### config.mk
export PLATFORM = sky130hd
export DESIGN_NAME = mdu_hilo_src
export DESIGN_NICKNAME = d
export VERILOG_FILES = /design/src/rtl/mdu_pkg.sv /design/src/rtl/mdu_div_step.sv /design/src/rtl/mdu_hilo_src.sv
export SDC_FILE = /design/constraint.sdc
export NUM_CORES = 1
export LEC_CHECK = 0
export ABC_CLOCK_PERIOD_IN_PS = 5200
export CAP_MARGIN = 20
export CORE_ASPECT_RATIO = 1.25
export CORE_MARGIN = 4
export CORE_UTILIZATION = 45
export DETAILED_ROUTE_END_ITERATION = 8
export HOLD_SLACK_MARGIN = 0.02
export SYNTH_ARGS = -nofsm -noshare
export SYNTH_HDL_FRONTEND = slang
export SYNTH_SLANG_ARGS = --single-unit
### constraint.sdc
create_clock -name clk -period 5.2 [get_ports clk]
set_input_delay 1.3 -clock clk [delete_from_list [all_inputs] [get_ports clk]]
set_output_delay 1.3 -clock clk [all_outputs]
set_load 0.01 [all_outputs]
### src/rtl/mdu_pkg.sv
// mdu_pkg: shared definitions for the HI/LO multiply/divide unit.
//   - op encodings for MULT, MULTU, DIV, DIVU
//   - control state enum (IDLE, CALC, FIXUP)
//   - default operand width
//   - small decode helpers for the op field
package mdu_pkg;

   localparam int MDU_WIDTH = 32;

   typedef enum logic [1:0] {
      OP_MULT  = 2'b00,
      OP_MULTU = 2'b01,
      OP_DIV   = 2'b10,
      OP_DIVU  = 2'b11
   } mdu_op_e;

   typedef enum logic [1:0] {
      IDLE  = 2'b00,
      CALC  = 2'b01,
      FIXUP = 2'b10
   } mdu_state_e;

   // Divide ops have the upper op bit set.
   function automatic logic op_is_div(input logic [1:0] op_code);
      return op_code[1];
   endfunction

   // Signed ops have the lower op bit clear.
   function automatic logic op_is_signed(input logic [1:0] op_code);
      return ~op_code[0];
   endfunction

endpackage

### src/rtl/mdu_div_step.sv
// mdu_div_step: one combinational restoring-division step.
//   rem       : partial remainder before this step
//   dvd_bit   : next dividend bit shifted into the remainder
//   divisor   : divisor magnitude
//   rem_out   : partial remainder after this step
//   q_bit     : quotient bit produced by this step
module mdu_div_step #(
   parameter int WIDTH = 32
) (
   input  logic [WIDTH-1:0] rem,
   input  logic             dvd_bit,
   input  logic [WIDTH-1:0] divisor,
   output logic [WIDTH-1:0] rem_out,
   output logic             q_bit
);

   logic [WIDTH:0]   shifted_s;
   logic [WIDTH-1:0] diff_s;
   logic             fits_s;

   // Trial subtraction. When the divisor fits, the true difference is below
   // the divisor, so a WIDTH-bit modular subtract is exact.
   always_comb begin
      shifted_s = {rem, dvd_bit};
      fits_s    = (shifted_s >= {1'b0, divisor});
      diff_s    = shifted_s[WIDTH-1:0] - divisor;
      if (fits_s) begin
         rem_out = diff_s;
         q_bit   = 1'b1;
      end else begin
         rem_out = shifted_s[WIDTH-1:0];
         q_bit   = 1'b0;
      end
   end

endmodule

### src/rtl/mdu_hilo_src.sv
// mdu_hilo_src: iterative radix-2 multiply/divide unit producing HI/LO.
// Build option: MDU_EARLY_OUT_EN lets multiplies leave CALC once the
// remaining multiplier bits are zero (divide timing is unchanged).
// Ports:
//   clk      : clock, rising edge
//   rst      : asynchronous active-low reset
//   start    : request pulse, sampled only in IDLE
//   op       : 00=MULT 01=MULTU 10=DIV 11=DIVU
//   src_a    : multiplicand / dividend
//   src_b    : multiplier / divisor
//   cancel   : pipeline flush, aborts any operation
//   busy     : operation in progress
//   done     : one-cycle result-valid pulse
//   hilo_we  : HI/LO write enable, coincident with done
//   hi_out   : product high half or remainder
//   lo_out   : product low half or quotient
module mdu_hilo_src import mdu_pkg::*; #(
   parameter int WIDTH = MDU_WIDTH,
   parameter int CNT_W = 6
) (
   input  logic             clk,
   input  logic             rst,
   input  logic             start,
   input  logic [1:0]       op,
   input  logic [WIDTH-1:0] src_a,
   input  logic [WIDTH-1:0] src_b,
   input  logic             cancel,
   output logic             busy,
   output logic             done,
   output logic             hilo_we,
   output logic [WIDTH-1:0] hi_out,
   output logic [WIDTH-1:0] lo_out
);

   mdu_state_e         state_r, state_nxt;
   logic [CNT_W-1:0]   cnt_r, cnt_nxt;
   // Shared accumulator: mul {partial product, multiplier}, div {remainder, dividend/quotient}
   logic [2*WIDTH-1:0] acc_r, acc_nxt;
   // Multiplicand magnitude or divisor magnitude
   logic [WIDTH-1:0]   opnd_r, opnd_nxt;
   logic [WIDTH-1:0]   a_raw_r, a_raw_nxt;
   logic               is_div_r, is_div_nxt;
   logic               neg_lo_r, neg_lo_nxt;
   logic               neg_hi_r, neg_hi_nxt;
   logic               divz_r, divz_nxt;
   logic [WIDTH-1:0]   hi_r, hi_nxt;
   logic [WIDTH-1:0]   lo_r, lo_nxt;
   logic               busy_r, busy_nxt;
   logic               done_r, done_nxt;
   logic               we_r, we_nxt;

   logic               a_neg_s, b_neg_s;
   logic [WIDTH-1:0]   mag_a_s, mag_b_s;
   logic [WIDTH:0]     mul_sum_s;
   logic [2*WIDTH-1:0] mul_acc_s;
   logic [2*WIDTH-1:0] div_acc_s;
   logic [2*WIDTH-1:0] step_acc_s;
   logic [WIDTH-1:0]   div_rem_s;
   logic               div_q_s;
   logic               last_s;
   logic [2*WIDTH-1:0] aligned_s;
   logic [2*WIDTH-1:0] prod_s;
   logic [WIDTH-1:0]   quo_s, rem_s;

   // Operand magnitudes and signs for the request presented at the ports.
   always_comb begin
      a_neg_s = op_is_signed(op) & src_a[WIDTH-1];
      b_neg_s = op_is_signed(op) & src_b[WIDTH-1];
      if (a_neg_s) begin
         mag_a_s = {WIDTH{1'b0}} - src_a;
      end else begin
         mag_a_s = src_a;
      end
      if (b_neg_s) begin
         mag_b_s = {WIDTH{1'b0}} - src_b;
      end else begin
         mag_b_s = src_b;
      end
   end

   mdu_div_step #(.WIDTH(WIDTH)) u_div_step (
      .rem     (acc_r[2*WIDTH-1:WIDTH]),
      .dvd_bit (acc_r[WIDTH-1]),
      .divisor (opnd_r),
      .rem_out (div_rem_s),
      .q_bit   (div_q_s)
   );

   // One iteration of shift-add multiply and restoring divide.
   always_comb begin
      mul_sum_s = {1'b0, acc_r[2*WIDTH-1:WIDTH]}
                + ({1'b0, opnd_r} & {(WIDTH+1){acc_r[0]}});
      mul_acc_s = {mul_sum_s, acc_r[WIDTH-1:1]};
      div_acc_s = {div_rem_s, acc_r[WIDTH-2:0], div_q_s};
      if (is_div_r) begin
         step_acc_s = div_acc_s;
      end else begin
         step_acc_s = mul_acc_s;
      end
   end

`ifdef MDU_EARLY_OUT_EN
   logic [CNT_W-1:0] mask_sh_s;
   logic [WIDTH-1:0] rem_mask_s;
   logic [CNT_W-1:0] align_sh_s;

   // Multiply may stop once no multiplier bits remain; FIXUP then applies the
   // outstanding right shifts in one go.
   always_comb begin
      mask_sh_s  = cnt_r + CNT_W'(1);
      rem_mask_s = {WIDTH{1'b1}} >> mask_sh_s;
      align_sh_s = CNT_W'(WIDTH - 1) - cnt_r;
      aligned_s  = acc_r >> align_sh_s;
      if (cnt_r == CNT_W'(WIDTH - 1)) begin
         last_s = 1'b1;
      end else if (!is_div_r && ((mul_acc_s[WIDTH-1:0] & rem_mask_s) == {WIDTH{1'b0}})) begin
         last_s = 1'b1;
      end else begin
         last_s = 1'b0;
      end
   end
`else
   // Fixed iteration count for every op.
   always_comb begin
      aligned_s = acc_r;
      if (cnt_r == CNT_W'(WIDTH - 1)) begin
         last_s = 1'b1;
      end else begin
         last_s = 1'b0;
      end
   end
`endif

   // Sign fixup of magnitude results.
   always_comb begin
      if (neg_lo_r) begin
         prod_s = {(2*WIDTH){1'b0}} - aligned_s;
         quo_s  = {WIDTH{1'b0}} - acc_r[WIDTH-1:0];
      end else begin
         prod_s = aligned_s;
         quo_s  = acc_r[WIDTH-1:0];
      end
      if (neg_hi_r) begin
         rem_s = {WIDTH{1'b0}} - acc_r[2*WIDTH-1:WIDTH];
      end else begin
         rem_s = acc_r[2*WIDTH-1:WIDTH];
      end
   end

   // Next-state and next-value logic for control and datapath registers.
   always_comb begin
      state_nxt  = state_r;
      cnt_nxt    = cnt_r;
      acc_nxt    = acc_r;
      opnd_nxt   = opnd_r;
      a_raw_nxt  = a_raw_r;
      is_div_nxt = is_div_r;
      neg_lo_nxt = neg_lo_r;
      neg_hi_nxt = neg_hi_r;
      divz_nxt   = divz_r;
      hi_nxt     = hi_r;
      lo_nxt     = lo_r;
      done_nxt   = 1'b0;
      we_nxt     = 1'b0;
      case (state_r)
         IDLE: begin
            if (start && !cancel) begin
               state_nxt  = CALC;
               cnt_nxt    = {CNT_W{1'b0}};
               is_div_nxt = op_is_div(op);
               a_raw_nxt  = src_a;
               if (op_is_div(op)) begin
                  acc_nxt    = {{WIDTH{1'b0}}, mag_a_s};
                  opnd_nxt   = mag_b_s;
                  neg_lo_nxt = a_neg_s ^ b_neg_s;
                  neg_hi_nxt = a_neg_s;
                  divz_nxt   = (src_b == {WIDTH{1'b0}});
               end else begin
                  acc_nxt    = {{WIDTH{1'b0}}, mag_b_s};
                  opnd_nxt   = mag_a_s;
                  neg_lo_nxt = a_neg_s ^ b_neg_s;
                  neg_hi_nxt = a_neg_s ^ b_neg_s;
                  divz_nxt   = 1'b0;
               end
            end else begin
               state_nxt = IDLE;
            end
         end
         CALC: begin
            if (cancel) begin
               state_nxt = IDLE;
            end else begin
               acc_nxt = step_acc_s;
               if (last_s) begin
                  state_nxt = FIXUP;
               end else begin
                  cnt_nxt = cnt_r + CNT_W'(1);
               end
            end
         end
         FIXUP: begin
            state_nxt = IDLE;
            if (cancel) begin
               done_nxt = 1'b0;
            end else begin
               done_nxt = 1'b1;
               we_nxt   = 1'b1;
               if (!is_div_r) begin
                  hi_nxt = prod_s[2*WIDTH-1:WIDTH];
                  lo_nxt = prod_s[WIDTH-1:0];
               end else if (divz_r) begin
                  // Divide by zero reports the latched dividend unmodified.
                  hi_nxt = a_raw_r;
                  lo_nxt = {WIDTH{1'b1}};
               end else begin
                  hi_nxt = rem_s;
                  lo_nxt = quo_s;
               end
            end
         end
         default: begin
            state_nxt = IDLE;
         end
      endcase
      busy_nxt = (state_nxt != IDLE);
   end

   // State, datapath and output registers.
   always_ff @(posedge clk or negedge rst) begin
      if (!rst) begin
         state_r  <= IDLE;
         cnt_r    <= {CNT_W{1'b0}};
         acc_r    <= {(2*WIDTH){1'b0}};
         opnd_r   <= {WIDTH{1'b0}};
         a_raw_r  <= {WIDTH{1'b0}};
         is_div_r <= 1'b0;
         neg_lo_r <= 1'b0;
         neg_hi_r <= 1'b0;
         divz_r   <= 1'b0;
         hi_r     <= {WIDTH{1'b0}};
         lo_r     <= {WIDTH{1'b0}};
         busy_r   <= 1'b0;
         done_r   <= 1'b0;
         we_r     <= 1'b0;
      end else begin
         state_r  <= state_nxt;
         cnt_r    <= cnt_nxt;
         acc_r    <= acc_nxt;
         opnd_r   <= opnd_nxt;
         a_raw_r  <= a_raw_nxt;
         is_div_r <= is_div_nxt;
         neg_lo_r <= neg_lo_nxt;
         neg_hi_r <= neg_hi_nxt;
         divz_r   <= divz_nxt;
         hi_r     <= hi_nxt;
         lo_r     <= lo_nxt;
         busy_r   <= busy_nxt;
         done_r   <= done_nxt;
         we_r     <= we_nxt;
      end
   end

   assign busy    = busy_r;
   assign done    = done_r;
   assign hilo_we = we_r;
   assign hi_out  = hi_r;
   assign lo_out  = lo_r;

endmodule

### Yosys cells after proc, flatten, opt, wreduce, memory -nomap -nowiden

Index checks and enable logic that the tools add are counted.

| storage, ports and cells | value |
|---|---|
| register bits | 206 |
| word-level logic and storage cells | 74 |

| operators by class | value |
|---|---|
| $add $sub $neg | 8 |
| order comparisons | 1 |
| equality and inequality tests | 6 |
| muxes and demuxes | 30 |
| bitwise operators | 6 |
| reduce and logical (&&, ||, !) cells | 10 |

Operator list:

| kind | count |
|---|---|
| $mux 32 | 11 |
| $mux 64 | 4 |
| $pmux 64 s2 | 1 |
| $sub 1x32->32 const A | 4 |
| $sub 1x64->64 const A | 1 |
| $add 32x33->33 | 1 |
| $and 32x33->33 | 1 |
| $ge 33x32->1 | 1 |
| $logic_not 32->1 | 1 |
| $sub 32x32->32 | 1 |
| $mux 6 | 3 |
| $pmux 6 s2 | 1 |
| $mux 1 | 7 |
| $add 6x1->6 const B | 1 |
| $eq 6x5->1 const B | 1 |
| $ne 2x2->1 const B | 3 |
| $mux 2 | 2 |
| $pmux 2 s2 | 1 |
| $reduce_and 2->1 | 2 |
| $reduce_and 4->1 | 1 |
| $reduce_bool 2->1 | 2 |
| $reduce_and 3->1 | 1 |
| $and 1x1->1 | 2 |
| $eq 2x1->1 const B | 1 |
| 6 further kinds | 7 |

### Logic depth before layout (Yosys ltp)

| logic depth | value |
|---|---|
| depth after elaboration | 6 |
| depth in mapped cells | 14 |

### Cells and area by module

From an unflattened synthesis, not the netlist that was laid out.

| second synthesis, totals | value |
|---|---|
| cell total of the unflattened synthesis | 2180 |
| area total of the unflattened synthesis | 17005.1 sq um |

Modules (own cells, without submodules):

| module | instances | cells each | area an instance (sq um) | seq. area each (sq um) |
|---|---|---|---|---|
| mdu_hilo_src | 1 | 1857 | 14674.1 | 5154.9 |
| mdu_div_step | 1 | 323 | 2331.0 | 0.0 |

### Least setup slack after synthesis

OpenSTA, ideal clock, no wires.

| path | value |
|---|---|
| path type | input to register |
| start | input src_a[1] |
| end | register acc_r[28] |
| setup time | 149 ps |
| data arrival time | 3711 ps |
| data required time | 5051 ps |
| setup slack | 1340 ps |
| cell stages on the path | 11 |
| buffers on the path | 0 |
| cells stage by stage | inv_1 > ha_1 > or4b_2 > nor4b_1 > and2_0 > nand2_1 > o41ai_1 > xor2_1 > a21oi_1 > o21ai_0 > o311ai_0 |

| between the ends | value |
|---|---|
| cells in the longest elaborated chain, start to end | 5 |

Ends and longest elaborated chain:

| element | line | source |
|---|---|---|
| start: declaration | mdu_hilo_src.sv:25 | `input logic [WIDTH-1:0] src_a,` |
| $sub 1x32->32 | mdu_hilo_src.sv:70 | `mag_a_s = {WIDTH{1'b0}} - src_a;` |
| $mux 32 | mdu_hilo_src.sv:69 | `if (a_neg_s) begin` |
| $mux 32 | mdu_hilo_src.sv:172 | `if (op_is_div(op)) begin` |
| $mux 64 | mdu_hilo_src.sv:167 | `if (start && !cancel) begin` |
| $pmux 64 s2 | mdu_hilo_src.sv:165 | `case (state_r)` |
| end signal: assignment | mdu_hilo_src.sv:233 | `acc_r <= {(2*WIDTH){1'b0}};` |
| end signal: assignment | mdu_hilo_src.sv:248 | `acc_r <= acc_nxt;` |
| end: declaration | mdu_hilo_src.sv:38 | `logic [2*WIDTH-1:0] acc_r, acc_nxt;` |

Every way passes these cells. The select of a mux whose other input is x is not followed.
A chain may end at the register's enable or synchronous reset.

### Final worst setup path

| path | value |
|---|---|
| start | register acc_r[0] |
| end | register acc_r[60] |

| between the ends | value |
|---|---|
| cells in the longest elaborated chain, start to end | 5 |

Ends and longest elaborated chain:

| element | line | source |
|---|---|---|
| $and 32x33->33 | mdu_hilo_src.sv:92 | `+ ({1'b0, opnd_r} & {(WIDTH+1){acc_r[0]}});` |
| $add 32x33->33 | mdu_hilo_src.sv:92 |  |
| $mux 64 | mdu_hilo_src.sv:95 | `if (is_div_r) begin` |
| $mux 64 | mdu_hilo_src.sv:190 | `if (cancel) begin` |
| $pmux 64 s2 | mdu_hilo_src.sv:165 |  |

Every way passes these cells. The select of a mux whose other input is x is not followed.

==> impl_metrics.py <==
metrics = {
    "power": {
        "p_int_w": 0.00485,
        "clock_power_share": 0.193,
        "p_leak_nw": 8.36,
        "ir_worst_vdd_uv": 221,
        "seq_power_share": 0.267,
        "swShare": 0.470,
        "pwr-share-comb": 0.540,
        "p_per_area_nw_per_um2": 474,
        "p_switching_w": 0.00430,
    },
    "worst_setup_path": {
        "cpMaxStageDelayCell": "or4_1",
        "path_class": "flip-flop to flip-flop",
        "max_stage_delay_ns": 0.55,
        "critical_path.max_fanout": 10,
        "crit_family": "compound AO/OA/AOI/OAI gates",
        "start_kind": "flip-flop",
        "worstPathArrival_ns": 4.63,
        "path_depth": 13,
        "crit_buf_inv": 3,
        "crit_chain": "inv_1, buf_4, nor2_1, ha_1, nand4_1, a21oi_1, o41ai_1, buf_4, o21ai_0, a31oi_1, or4_1, a31oi_1, a211oi_1",
        "rr_worst_depth": 13,
        "crit_required_ns": 5.56,
        "ff2ff_setup_slack_ns": 0.93,
        "end_kind": "flip-flop",
    },
    "place": {
        "place_hpwl_um": 47200,
        "numPortBuffers": 136,
        "gp_congestion": 0.968,
    },
    "routing": {
        "drt-initial-drc-count": 1515,
        "drc": 0,
        "routed-wl-met2_um": 29400,
        "met1Wirelength_um": 25500,
        "wirelength_um": 62600,
        "drtAntennaViolNets": 0,
        "highest_layer": "met4",
        "wl_per_cell_um": 23.1,
        "wl_met3_um": 3470,
        "via_count": 16400,
        "first_pass_iters": 6,
        "viasPerCell": 6.04,
    },
    "floorplan": {
        "initial_core_util": 0.456,
        "core-area_um2": 36400,
        "io_pins": 137,
        "die_area_um2": 40100,
        "dieHeight_um": 223,
        "rows": 78,
        "die_w_um": 180,
    },
    "logic_synthesis": {
        "synth_top_cells_by_area": "dfrtp_1, nand2_1, o21ai_0",
        "synth-seq-cells": 206,
        "synth.top_cell.area_share": 0.310,
        "ys_types": 80,
        "syn_avg_cell_area_um2": 7.76,
        "syn-num-nets": 2280,
        "synth_edf_count": 0,
        "ys_seq_area_frac": 0.310,
        "synthCells": 2139,
        "yosys_most_used_dff": "dfrtp_1",
        "async_flop_share": 1.00,
        "syn_area_um2": 16600,
        "synth_top_cell_by_area": "dfrtp_1",
        "yosysWarnings": 0,
    },
    "sta": {
        "skew_ns": 0.0251,
        "period_share": 0.821,
        "fin_crit_ns": 4.27,
        "hold_viol_final": 0,
        "fmax_mhz": 234,
        "relSlewSlack": 0.293,
        "setup_tns_ns": 0,
        "setup_viol": 0,
        "whs_ns": 0.470,
        "drv_slew": 0,
        "worst_pin_slew_ns": 1.06,
        "rsz0062_at_grt": "false",
    },
    "grt": {
        "grt_pass1_wl_um": 94200,
        "antenna_found_initial": 0,
        "grt-ovfl-total": 0,
        "grt_usage": 0.299,
        "grt_pass1_vias": 15600,
        "grt_start_max_net_pins": 100,
    },
    "status": {
        "status": "finished clean",
    },
    "run": {
        "maxCapViolCount": 0,
    },
    "clock_network": {
        "h-tree-depth": 1,
        "clk_latency_ns": 0.55,
        "post_cts_buffers": 0,
        "cts-resized-gates": 0,
        "cts_tree": "done",
        "clkTransAtPathRegs_ns": 0.06,
        "cts_max_path_buffers": 3,
        "cts_hold_buffers": 0,
        "clockRootBuffer": "clkbuf_16",
        "clkSinkCount": 206,
        "cts_buffers": 25,
    },
    "final_layout": {
        "final_nets": 2352,
        "drive_gt1_frac": 0.0655,
        "syn_to_final_growth_pct": 16.2,
        "nFillCells": 3508,
        "antennaDiodeCount": 0,
    },
    "hold_path": {
        "min_path_cells": 2,
        "hp-class": "flip-flop to flip-flop",
    },
}
-- cells by family (layout without fill, tap and decap cells) --
family / Yosys count / count (layout) / share of synthesized area
muxes: 70 / 70 / 0.0431
buffers and inverters: 218 / 308 / 0.0503
AOI/OAI and AO/OA: 637 / 637 / 0.236
DFF: 206 / 206 / 0.310
adders and majority gates: 71 / 71 / 0.0544
and+or+nand+nor: 746 / 746 / 0.205
xor gates and xnor gates: 191 / 191 / 0.101
-- cells in the final DEF, fill, tap and decap left out, drive strengths merged, types with 22 or more instances in the layout --
cell / netlist / routed
nand2: 287 / 287
nor2: 225 / 225
dfrtp: 206 / 206
o21ai: 196 / 196
a21oi: 190 / 190
clkdlybuf4s50: 0 / 134
xor2: 98 / 98
xnor2: 93 / 93
ha: 69 / 69
buf: 26 / 67
inv: 61 / 63
mux2i: 58 / 58
nor3: 43 / 43
o31ai: 36 / 36
clkbuf: 130 / 33
a21o: 32 / 32
or3: 24 / 24
nor4: 23 / 23
nand3: 23 / 23
nand2b: 22 / 22
a31oi: 22 / 22
o211ai: 22 / 22
-- cells in the mapped netlist (all sizes together), types with 18 or more instances --
cell    instances
nand3          23
nand2b         22
nor2          225
xor2           98
nor3           43
o31ai          36
or3            24
ha             69
clkbuf        130
a211oi         21
a21oi         190
nand2         287
o41ai          18
a31oi          22
or4            18
a21o           32
buf            26
o211ai         22
o21ai         196
xnor2          93
inv            61
mux2i          58
nor4           23
dfrtp         206
-- tightest hold or removal path: stages, from the launching register on --
cell and delay [ns]:
dfrtp_1 0.34, nand2_1 0.05, nand2_1 0.05
-- routing by layer --
layer | vias up | GRT usage
li1 | 7747 | -
met1 | 7801 | 0.381
met2 | 658 | 0.498
met3 | 145 | 0.0287
met4 | 0 | 0.168
met5 | - | 0
-- final timing paths --
| check | startpoint | end |
|---|---|---|
| hold / removal | a_raw_r[22] | a_raw_r[22] |
| hold reg to reg | a_raw_r[22] | a_raw_r[22] |
| setup reg to reg | acc_r[0] | acc_r[60] |
| min in group asynchronous | rst | hi_out[11] |
| max in group asynchronous | rst | acc_r[24] |
| setup / recovery | acc_r[0] | acc_r[60] |
-- layout make-up --
type / instances / area [um^2] / share of cell area
clock inverters: 12 / 104 / 0.00538
clock buffers: 33 / 706 / 0.0366
well taps: 480 / 601 / 0.0311
inverters: 62 / 233 / 0.0121
flip-flops and latches: 206 / 5160 / 0.267
multi-input cells: 1715 / 10600 / 0.551
repair buffers: 201 / 1860 / 0.0966
-- power groups by stage --
stage / Clock [W] / Sequential (W) / Combinational [W]
floorplan: 0 / 0.00215 / 0.00368
global placement: 0 / 0.00244 / 0.00478
detailed placement: 0 / 0.00245 / 0.00484
CTS: 0.00180 / 0.00243 / 0.00487
global route: 0.00185 / 0.00248 / 0.00542
finish: 0.00177 / 0.00244 / 0.00494
-- flip-flops by register name, summed over array words and instances (netlist names) --
name / count
hi_out: 32
a_raw_r: 32
divz_r: 1
neg_lo_r: 1
cnt_r: 6
is_div_r: 1
hilo_we: 1
state_r: 2
acc_r: 64
neg_hi_r: 1
lo_out: 32
opnd_r: 32
busy: 1
-- through the flow --
stage | power (W) | instance area, um^2 | std cells | setup slack [ns] | utilization
6_report | 0.00915 | 19300 | 2709 | 0.932 | 0.530
5_1_grt | 0.00975 | 19300 | 2709 | 0.718 | 0.530
4_1_cts | 0.00910 | 19300 | 2709 | 0.986 | 0.530
3_5_place_dp | 0.00730 | 18500 | 2664 | 0.575 | 0.508
3_3_place_gp | 0.00722 | 18500 | 2664 | 0.675 | 0.508
2_1_floorplan | 0.00583 | 16600 | 2139 | 1.34 | -
No activity file was read; power rests on OpenSTA's default activity.
